## src/rtl/mips_mem_arbiter.sv

```systemverilog
// mips_mem_arbiter: shares one single-port unified memory between the MIPS
// instruction-fetch port (if_*) and the data load/store port (dm_*).
// Each access is sequenced IDLE -> ISSUE -> WAIT -> RESP. The memory has a
// fixed read latency. Data accesses win arbitration unless fetch has been
// passed over STARVE_LIMIT times in a row.
//
// Ports:
//   clk, rst          clock (rising edge), synchronous active-high reset
//   if_req/if_addr    fetch request, held until if_ack
//   if_ack/if_rdata   one-cycle fetch completion pulse and fetched word
//   dm_req/dm_we/dm_addr/dm_wdata  data request, held until dm_ack
//   dm_ack/dm_rdata   one-cycle data completion pulse and load data
//   mem_en/mem_we/mem_addr/mem_wdata  one-cycle memory access strobe and fields
//   mem_rdata         memory read data, valid MEM_LATENCY cycles after mem_en
//   busy              high whenever the sequencer is not idle
//
// Optional build macro MIPS_ARB_PERF_CNT_EN adds perf_if_grants,
// perf_dm_grants and perf_if_stall (32-bit wrapping counters).
module mips_mem_arbiter #(
  parameter int unsigned ADDR_WIDTH   = 32,
  parameter int unsigned DATA_WIDTH   = 32,
  parameter int unsigned MEM_LATENCY  = 2,
  parameter int unsigned STARVE_LIMIT = 4
) (
  input  logic                  clk,
  input  logic                  rst,
  input  logic                  if_req,
  input  logic [ADDR_WIDTH-1:0] if_addr,
  output logic                  if_ack,
  output logic [DATA_WIDTH-1:0] if_rdata,
  input  logic                  dm_req,
  input  logic                  dm_we,
  input  logic [ADDR_WIDTH-1:0] dm_addr,
  input  logic [DATA_WIDTH-1:0] dm_wdata,
  output logic                  dm_ack,
  output logic [DATA_WIDTH-1:0] dm_rdata,
  output logic                  mem_en,
  output logic                  mem_we,
  output logic [ADDR_WIDTH-1:0] mem_addr,
  output logic [DATA_WIDTH-1:0] mem_wdata,
  input  logic [DATA_WIDTH-1:0] mem_rdata,
  output logic                  busy
`ifdef MIPS_ARB_PERF_CNT_EN
  ,
  output logic [31:0]           perf_if_grants,
  output logic [31:0]           perf_dm_grants,
  output logic [31:0]           perf_if_stall
`endif
);

  localparam logic [3:0] LatLast   = 4'(MEM_LATENCY - 1);
  localparam logic [3:0] StarveMax = 4'(STARVE_LIMIT);

  typedef enum logic [1:0] {StIdle, StIssue, StWait, StResp} state_e;

  state_e                state_q, state_d;
  logic                  owner_dm_q, owner_dm_d;
  logic [3:0]            wait_cnt_q, wait_cnt_d;
  logic [3:0]            starve_cnt_q, starve_cnt_d;
  logic                  mem_en_q, mem_en_d;
  logic                  mem_we_q, mem_we_d;
  logic [ADDR_WIDTH-1:0] mem_addr_q, mem_addr_d;
  logic [DATA_WIDTH-1:0] mem_wdata_q, mem_wdata_d;
  logic                  if_ack_q, if_ack_d;
  logic                  dm_ack_q, dm_ack_d;
  logic [DATA_WIDTH-1:0] if_rdata_q, if_rdata_d;
  logic [DATA_WIDTH-1:0] dm_rdata_q, dm_rdata_d;
  logic                  busy_q, busy_d;

  logic grant_valid;
  logic grant_dm;

  // Fetch wins a contested grant only once it has been starved to the limit.
  assign grant_valid = (state_q == StIdle) && (if_req || dm_req);
  assign grant_dm    = dm_req && !(if_req && (starve_cnt_q == StarveMax));

  always_comb begin
    state_d      = state_q;
    owner_dm_d   = owner_dm_q;
    wait_cnt_d   = wait_cnt_q;
    starve_cnt_d = starve_cnt_q;
    mem_en_d     = 1'b0;
    mem_we_d     = 1'b0;
    mem_addr_d   = mem_addr_q;
    mem_wdata_d  = mem_wdata_q;
    if_ack_d     = 1'b0;
    dm_ack_d     = 1'b0;
    if_rdata_d   = if_rdata_q;
    dm_rdata_d   = dm_rdata_q;

    unique case (state_q)
      StIdle: begin
        if (grant_valid) begin
          owner_dm_d = grant_dm;
          // Strobe is registered, so it is raised here to be high during ISSUE.
          mem_en_d   = 1'b1;
          mem_we_d   = grant_dm && dm_we;
          mem_addr_d = grant_dm ? dm_addr : if_addr;
          if (grant_dm) begin
            mem_wdata_d = dm_wdata;
          end
          if (grant_dm && if_req) begin
            starve_cnt_d = (starve_cnt_q == StarveMax) ? StarveMax : starve_cnt_q + 4'd1;
          end else begin
            starve_cnt_d = 4'd0;
          end
          state_d = StIssue;
        end
      end
      StIssue: begin
        wait_cnt_d = LatLast;
        state_d    = StWait;
      end
      StWait: begin
        if (wait_cnt_q == 4'd0) begin
          // Ack is raised together with the capture so both appear in RESP.
          if (owner_dm_q) begin
            dm_rdata_d = mem_rdata;
            dm_ack_d   = 1'b1;
          end else begin
            if_rdata_d = mem_rdata;
            if_ack_d   = 1'b1;
          end
          state_d = StResp;
        end else begin
          wait_cnt_d = wait_cnt_q - 4'd1;
        end
      end
      StResp: begin
        state_d = StIdle;
      end
      default: begin
        state_d = StIdle;
      end
    endcase

    busy_d = (state_d != StIdle);
  end

  always_ff @(posedge clk) begin
    if (rst) begin
      state_q      <= StIdle;
      owner_dm_q   <= 1'b0;
      wait_cnt_q   <= '0;
      starve_cnt_q <= '0;
      mem_en_q     <= 1'b0;
      mem_we_q     <= 1'b0;
      mem_addr_q   <= '0;
      mem_wdata_q  <= '0;
      if_ack_q     <= 1'b0;
      dm_ack_q     <= 1'b0;
      if_rdata_q   <= '0;
      dm_rdata_q   <= '0;
      busy_q       <= 1'b0;
    end else begin
      state_q      <= state_d;
      owner_dm_q   <= owner_dm_d;
      wait_cnt_q   <= wait_cnt_d;
      starve_cnt_q <= starve_cnt_d;
      mem_en_q     <= mem_en_d;
      mem_we_q     <= mem_we_d;
      mem_addr_q   <= mem_addr_d;
      mem_wdata_q  <= mem_wdata_d;
      if_ack_q     <= if_ack_d;
      dm_ack_q     <= dm_ack_d;
      if_rdata_q   <= if_rdata_d;
      dm_rdata_q   <= dm_rdata_d;
      busy_q       <= busy_d;
    end
  end

  assign mem_en    = mem_en_q;
  assign mem_we    = mem_we_q;
  assign mem_addr  = mem_addr_q;
  assign mem_wdata = mem_wdata_q;
  assign if_ack    = if_ack_q;
  assign dm_ack    = dm_ack_q;
  assign if_rdata  = if_rdata_q;
  assign dm_rdata  = dm_rdata_q;
  assign busy      = busy_q;

`ifdef MIPS_ARB_PERF_CNT_EN
  logic [31:0] perf_if_q, perf_if_d;
  logic [31:0] perf_dm_q, perf_dm_d;
  logic [31:0] perf_stall_q, perf_stall_d;

  always_comb begin
    perf_if_d    = perf_if_q;
    perf_dm_d    = perf_dm_q;
    perf_stall_d = perf_stall_q;
    if (grant_valid && grant_dm) begin
      perf_dm_d = perf_dm_q + 32'd1;
    end
    if (grant_valid && !grant_dm) begin
      perf_if_d = perf_if_q + 32'd1;
    end
    if (if_req && !if_ack_q) begin
      perf_stall_d = perf_stall_q + 32'd1;
    end
  end

  always_ff @(posedge clk) begin
    if (rst) begin
      perf_if_q    <= '0;
      perf_dm_q    <= '0;
      perf_stall_q <= '0;
    end else begin
      perf_if_q    <= perf_if_d;
      perf_dm_q    <= perf_dm_d;
      perf_stall_q <= perf_stall_d;
    end
  end

  assign perf_if_grants = perf_if_q;
  assign perf_dm_grants = perf_dm_q;
  assign perf_if_stall  = perf_stall_q;
`endif

endmodule
```

## config.mk

```make
export PLATFORM = sky130hd
export DESIGN_NAME = mips_mem_arbiter
export DESIGN_NICKNAME = d
export VERILOG_FILES = /design/src/rtl/mips_mem_arbiter.sv
export SDC_FILE = /design/constraint.sdc
export NUM_CORES = 1
export LEC_CHECK = 0
export ABC_CLOCK_PERIOD_IN_PS = 3600
export CAP_MARGIN = 30
export CORE_MARGIN = 2
export CORE_UTILIZATION = 40
export CTS_CLUSTER_SIZE = 10
export DETAILED_ROUTE_END_ITERATION = 10
export HOLD_SLACK_MARGIN = 0.1
export PLACE_DENSITY = 0.88
export RECOVER_POWER = 50
export SLEW_MARGIN = 20
export SYNTH_ARGS = -nofsm -noshare
export SYNTH_HDL_FRONTEND = slang
export SYNTH_SLANG_ARGS = --single-unit
```

## constraint.sdc

```tcl
create_clock -name clk -period 3.6 [get_ports clk]
set_input_delay 0.72 -clock clk [delete_from_list [all_inputs] [get_ports clk]]
set_output_delay 0.72 -clock clk [all_outputs]
set_load 0.03 [all_outputs]
```

; ---- After elaboration in Yosys (flattened, before gate mapping)
; Index checks and enable logic that the tools add are counted.
[op_classes]
add_sub_neg = 2
multipliers = 0
div_mod_pow = 0
magnitude_cmp = 0
eq_ne = 5
n_shift = 0
muxes = 11
n_bitwise = 5
reduce_logical = 19
[op_table]
columns = operator, count
row1 = 2-to-1 mux 32 bit, 1
row2 = 2-to-1 mux 4 bit, 3
row3 = AND reduction 3 bit, 3
row4 = one-hot mux 2 bit (4 select lines), 1
row5 = one-hot mux 4 bit (2 select lines), 1
row6 = OR reduction 3 bit, 2
row7 = logical AND 1 bit, 5
row8 = NOT 1 bit, 5
row9 = "adder 4 x 1 -> 4 bit, second input constant", 1
row10 = "== test 2 bit, second input constant", 2
row11 = "== test 4 x 3 -> 1 bit, second input constant", 1
row12 = logical NOT 4 bit, 1
row13 = 2-to-1 mux 2 bit, 2
row14 = AND reduction 2 bit, 2
row15 = nonzero test 2 bit, 2
row16 = "subtractor 4 x 1 -> 4 bit, second input constant", 1
row17 = 2-to-1 mux 1 bit, 3
row18 = "== test 2 x 1 -> 1 bit, second input constant", 1
row19 = logical NOT 2 bit, 1
row20 = "inequality test 2 bit, second input constant", 1
row21 = OR reduction 2 bit, 1
row22 = logical NOT 1 bit, 1
row23 = logical OR 1 bit, 1
[totals]
regBits = 144
latchBits = 0
mem_bits_rw = 0
romBits = 0
inputBits = 133
output_inout_bits = 133
word_cells = 55
mem_count = 0

; ---- Depth between registers and ports, before layout
[logic_depth]
word_depth = 6
depth_mapped = 9
ltp_nobuf = 6

; ---- Worst setup path after synthesis
; OpenSTA, ideal clock, no wires.
[synth_path]
kind = input port to flip-flop
startpoint = input if_req
endpoint = register mem_addr_q[10], in the netlist mem_addr[10]
setup_time_ns = 0.146
arrival_time_ns = 1.613
required_ns = 3.454
setup_slack_ns = 1.841
cell_stages = 7
path_buffers = 3
path_cell_list = buf_4 -> nand4b_4 -> and2_4 -> buf_6 -> buf_12 -> a21oi_2 -> a211oi_2
[synth_between]
elab_chain_len = 4
word_cells_on_any_way = 7
classes_between = 1 x mux / 6 x reduce/logical
[synth_lines]
columns = element, line
row1 = from (decl), 27  ; input logic if_req,
row2 = logical AND 1 bit, 75  ; assign grant_dm = dm_req && !(if_req && (starve_cnt_q == StarveMax));
row3 = logical NOT 1 bit, 75
row4 = logical AND 1 bit, 75
row5 = 2-to-1 mux 32 bit, 98  ; mem_addr_d = grant_dm ? dm_addr : if_addr;
row6 = to (signal assigned), 162  ; mem_addr_q <= mem_addr_d;
row7 = to (decl), 62  ; logic [ADDR_WIDTH-1:0] mem_addr_q, mem_addr_d;
; Parallel ways exist; a longest one is shown, timed or not.
; A chain may end at the register's enable or synchronous reset.

; ---- Worst setup path after layout
[layout_path]
startpoint = input if_req
endpoint = register mem_addr_q[0], in the netlist mem_addr[0]
; The elaborated chain is that of the path after synthesis.

==> out/summary.log <==
[global_routing] largest net degree at the start of global routing 58
[floorplanning] Die Y-Extent 128 µm
[clock_tree] Clock transition at path regs 0.06 ns
[synth] share of synthesized area occupied by flip-flops and latches 46.9%
[placed_design] post-DP HPWL 11,500 µm
[global_routing] total gr overflow 0
[drt] overall via count from detail_route 5,555
[timing] setup total negative slack 0 ns
[timing] final clock period utilization by the worst path 78.6%
[setup_path] Critical path buffers and inverters 2
[setup_path] RR Endpoint if_rdata[10]
[setup_path] category of cells accounting for the largest share of critical-path delay compound AO/OA/AOI/OAI gates
[final_layout] total of fill cells in the finished design 1,296
[timing] number of setup violations in the final report 0
[outcome] status complete, but fails checks
[setup_path] timing endpoint of the critical path mem_addr[0]
[floorplanning] initial core utilization 40.7%
[placed_design] final weighted congestion of routability-driven global placement 0.816
[power_and_ir_drop] standby leakage power 0.00337 µW
[final_layout] fin nets 1,071
[clock_tree] clock tree from TritonCTS done
[power_and_ir_drop] power density normalized to cell area 688 nW/µm²
[clock_tree] clock latency at the later pin of the worst-skew pair 0.41 ns
[synth] #FFs+latches synth 144
[run] number of max-capacitance violations reported 1
[setup_path] R2R depth 7
[timing] Max Clock Skew 0.00885 ns
[setup_path] worst setup slack for register-to-register paths 1.20 ns
[clock_tree] Resize count post-CTS 0
[placed_design] number of port buffers 265
[clock_tree] cell at the root of the clock tree clkbuf_16
[timing] count of final max-slew check failures 0
[drt] ratio of routed vias to standard cells 4.92
[final_layout] fraction of layout cells with a size suffix above 1 16.9%
[setup_path] Max stage delay cell, worst path o21ai_1
[final_layout] Area growth syn-to-layout 49.6%
[timing] unrepaired setup endpoints after global routing false
[placed_design] placement-stage worst setup slack 0.901 ns
[clock_tree] Bufs on Longest Clock Path 2
[final_layout] commonest non-fill, non-tap cell in the layout nand2_1
[drt] iteration count of the initial detailed-routing pass 7
[synth] Avg Synthesized Cell Area 8.88 µm²
[floorplanning] number of placement rows 45
[floorplanning] DIE AREA 16,400 µm²
[setup_path] classification of the worst setup path in2reg
[setup_path] number of logic stages on the critical path including buffering 5
[final_layout] share of the core filled with cells in the final layout 60.9%
[floorplanning] die span in x 128 µm
[power_and_ir_drop] Design Power 6330 µW
[clock_tree] Hold-fix buffers, CTS 0
[setup_path] CP Data Required Time 3.92 ns
[final_layout] top library cells by usage in the layout, fill and taps aside nand2_1, clkdlybuf4s50_1, dfxtp_1
[timing] maximum frequency from static timing analysis 0.353 GHz
[setup_path] launching element type of the critical path input pin
[synth] mapped cell area 6140 µm²
[drt] DR WL/cell 14.9 µm
[outcome] failing checks max-capacitance violations
[setup_path] launching instance or port of the critical path if_req
[drt] iteration-0 DRC count of the detailed router 182
[setup_path] cells traversed along the worst timing path dlygate4sd3_1, o21ai_1, buf_12, a21oi_1, a211oi_1
[setup_path] critical-path maximum fanout 24
[floorplanning] core region area 15,100 µm²
[timing] headroom to the max-slew limit 1.06%
[synth] synthesized instance count 692
[timing] crit path time final 2.83 ns
[synth] Syn. warnings 0
[global_routing] initial antenna violation count 1
[global_routing] vias in the first global route 5,416
[setup_path] data arrival time at the worst-slack endpoint 3.16 ns
[floorplanning] number of primary I/O pins 266
[clock_tree] number of setup buffers added after CTS 0
[timing] Tightest Pin Transition 1.47 ns
[hold_path] worst min path class reg2reg
[drt] total routed wirelength 16,800 µm
[global_routing] overall track demand over capacity in global routing 20.3%
[drt] post-detailed-route DRC marker count 0
[clock_tree] H-tree level count 4
[setup_path] launch instance of the worst register-to-register path state_q[0]
[drt] ANT nets after route 0
[synth] post-synth cell types 36
[timing] Final Hold Viols 0
[timing] final setup margin 0.769 ns
[clock_tree] number of clock buffers inserted by TritonCTS 17
[setup_path] slowest cell delay on critical path 1.16 ns
[global_routing] wire length of the first global-routing pass 26,600 µm
[power_and_ir_drop] peak supply drop 0.303 mV
[setup_path] endpoint type of the worst setup path flop
[clock_tree] total clock sinks 144
[synth] syn_nets 832
stage by stage:
| step | instances | hold slack [ns] | instance area, µm² |
|---|---|---|---|
| detailed placement | 1099 | 0.446 | 8730 |
| global route | 1130 | 0.472 | 9190 |
| global placement | 1098 | 0.441 | 8710 |
| finish | 1130 | 0.449 | 9190 |
| floorplan | 692 | 0.462 | 6140 |
| CTS | 1128 | 0.453 | 9270 |
layout make-up:
| class | count | area (µm²) | area share, % |
|---|---|---|---|
| Antenna cell | 1 | 2.50 | 0.0272 |
| Inverter | 6 | 22.5 | 0.245 |
| Tap cell | 188 | 235 | 2.56 |
| Multi-Input combinational cell | 486 | 2750 | 29.9 |
| Sequential cell | 144 | 2880 | 31.4 |
| Clock buffer | 23 | 478 | 5.20 |
| Clock inverter | 6 | 60.1 | 0.653 |
| Timing Repair Buffer | 276 | 2760 | 30.0 |
worst min path at each step:
stage / startpoint / to / depth (start not counted)
detailed placement: dm_rdata[0] / dm_rdata[0] / 2
CTS: mem_wdata[7] / mem_wdata[7] / 2
global route: mem_wdata[24] / mem_wdata[24] / 2
floorplan: starve_cnt_q[1] / starve_cnt_q[1] / 2
finish: mem_wdata[10] / mem_wdata[10] / 2
global placement: mem_wdata[20] / mem_wdata[20] / 2
tightest hold or removal path, stage by stage, from the launching register on:
cell and delay, ns:
dfxtp_1 0.30, nand2_1 0.05, a21oi_1 0.05
sequential cells by signal, indices dropped and copies added, names as in the netlist, 2 cells and up:
signal and flops:
dm_rdata 32, wait_cnt_q 4, if_rdata 32, state_q 2
mem_wdata 32, mem_addr 32, starve_cnt_q 4
kinds of logic (layout without fill, tap and decap cells):
| logic type | Yosys count | after routing | share of synthesized area [%] |
|---|---|---|---|
| simple gates | 301 | 301 | 20.7 |
| other cells | 0 | 1 | 0 |
| fa+ha+maj | 7 | 7 | 1.43 |
| compound gates | 178 | 178 | 23.9 |
| flops | 144 | 144 | 46.9 |
| buf+inv | 62 | 311 | 7.11 |
cell usage after synthesis (all sizes together):
| library cell | instances | share of area, % |
|---|---|---|
| clkbuf | 13 | 0.79 |
| or3b | 1 | 0.14 |
| a221oi | 1 | 0.14 |
| nand4b | 2 | 0.53 |
| buf | 43 | 5.9 |
| and3 | 2 | 0.20 |
| and2 | 3 | 0.39 |
| a211oi | 32 | 6.2 |
| nor3 | 3 | 0.24 |
| inv | 6 | 0.37 |
| nand2b | 1 | 0.10 |
| nand3 | 5 | 0.41 |
| a311oi | 1 | 0.14 |
| ha | 7 | 1.4 |
| nor2 | 47 | 2.9 |
| a31oi | 1 | 0.10 |
| o21ai | 5 | 0.59 |
| o21a | 1 | 0.12 |
| dfxtp | 144 | 47 |
| and4bb | 1 | 0.26 |
| and2b | 1 | 0.12 |
| nor2b | 5 | 0.51 |
| nand2 | 229 | 15 |
| a21oi | 136 | 16 |
| o31ai | 1 | 0.12 |
| nand4 | 1 | 0.10 |
report_power, final:
| group | internal [µW] | switching (µW) |
|---|---|---|
| sequential | 1920 | 156 |
| combinational | 1020 | 1600 |
| clock | 990 | 638 |
| total | 3930 | 2390 |
routing by layer:
layer | GRT usage [%] | share of wire [%]
met1 | 23.6 | 42
met2 | 34.0 | 47
met3 | 7.01 | 8.5
met4 | 8.47 | 2.1
met5 | 0 | 0
No activity file was read; power rests on OpenSTA's default activity.
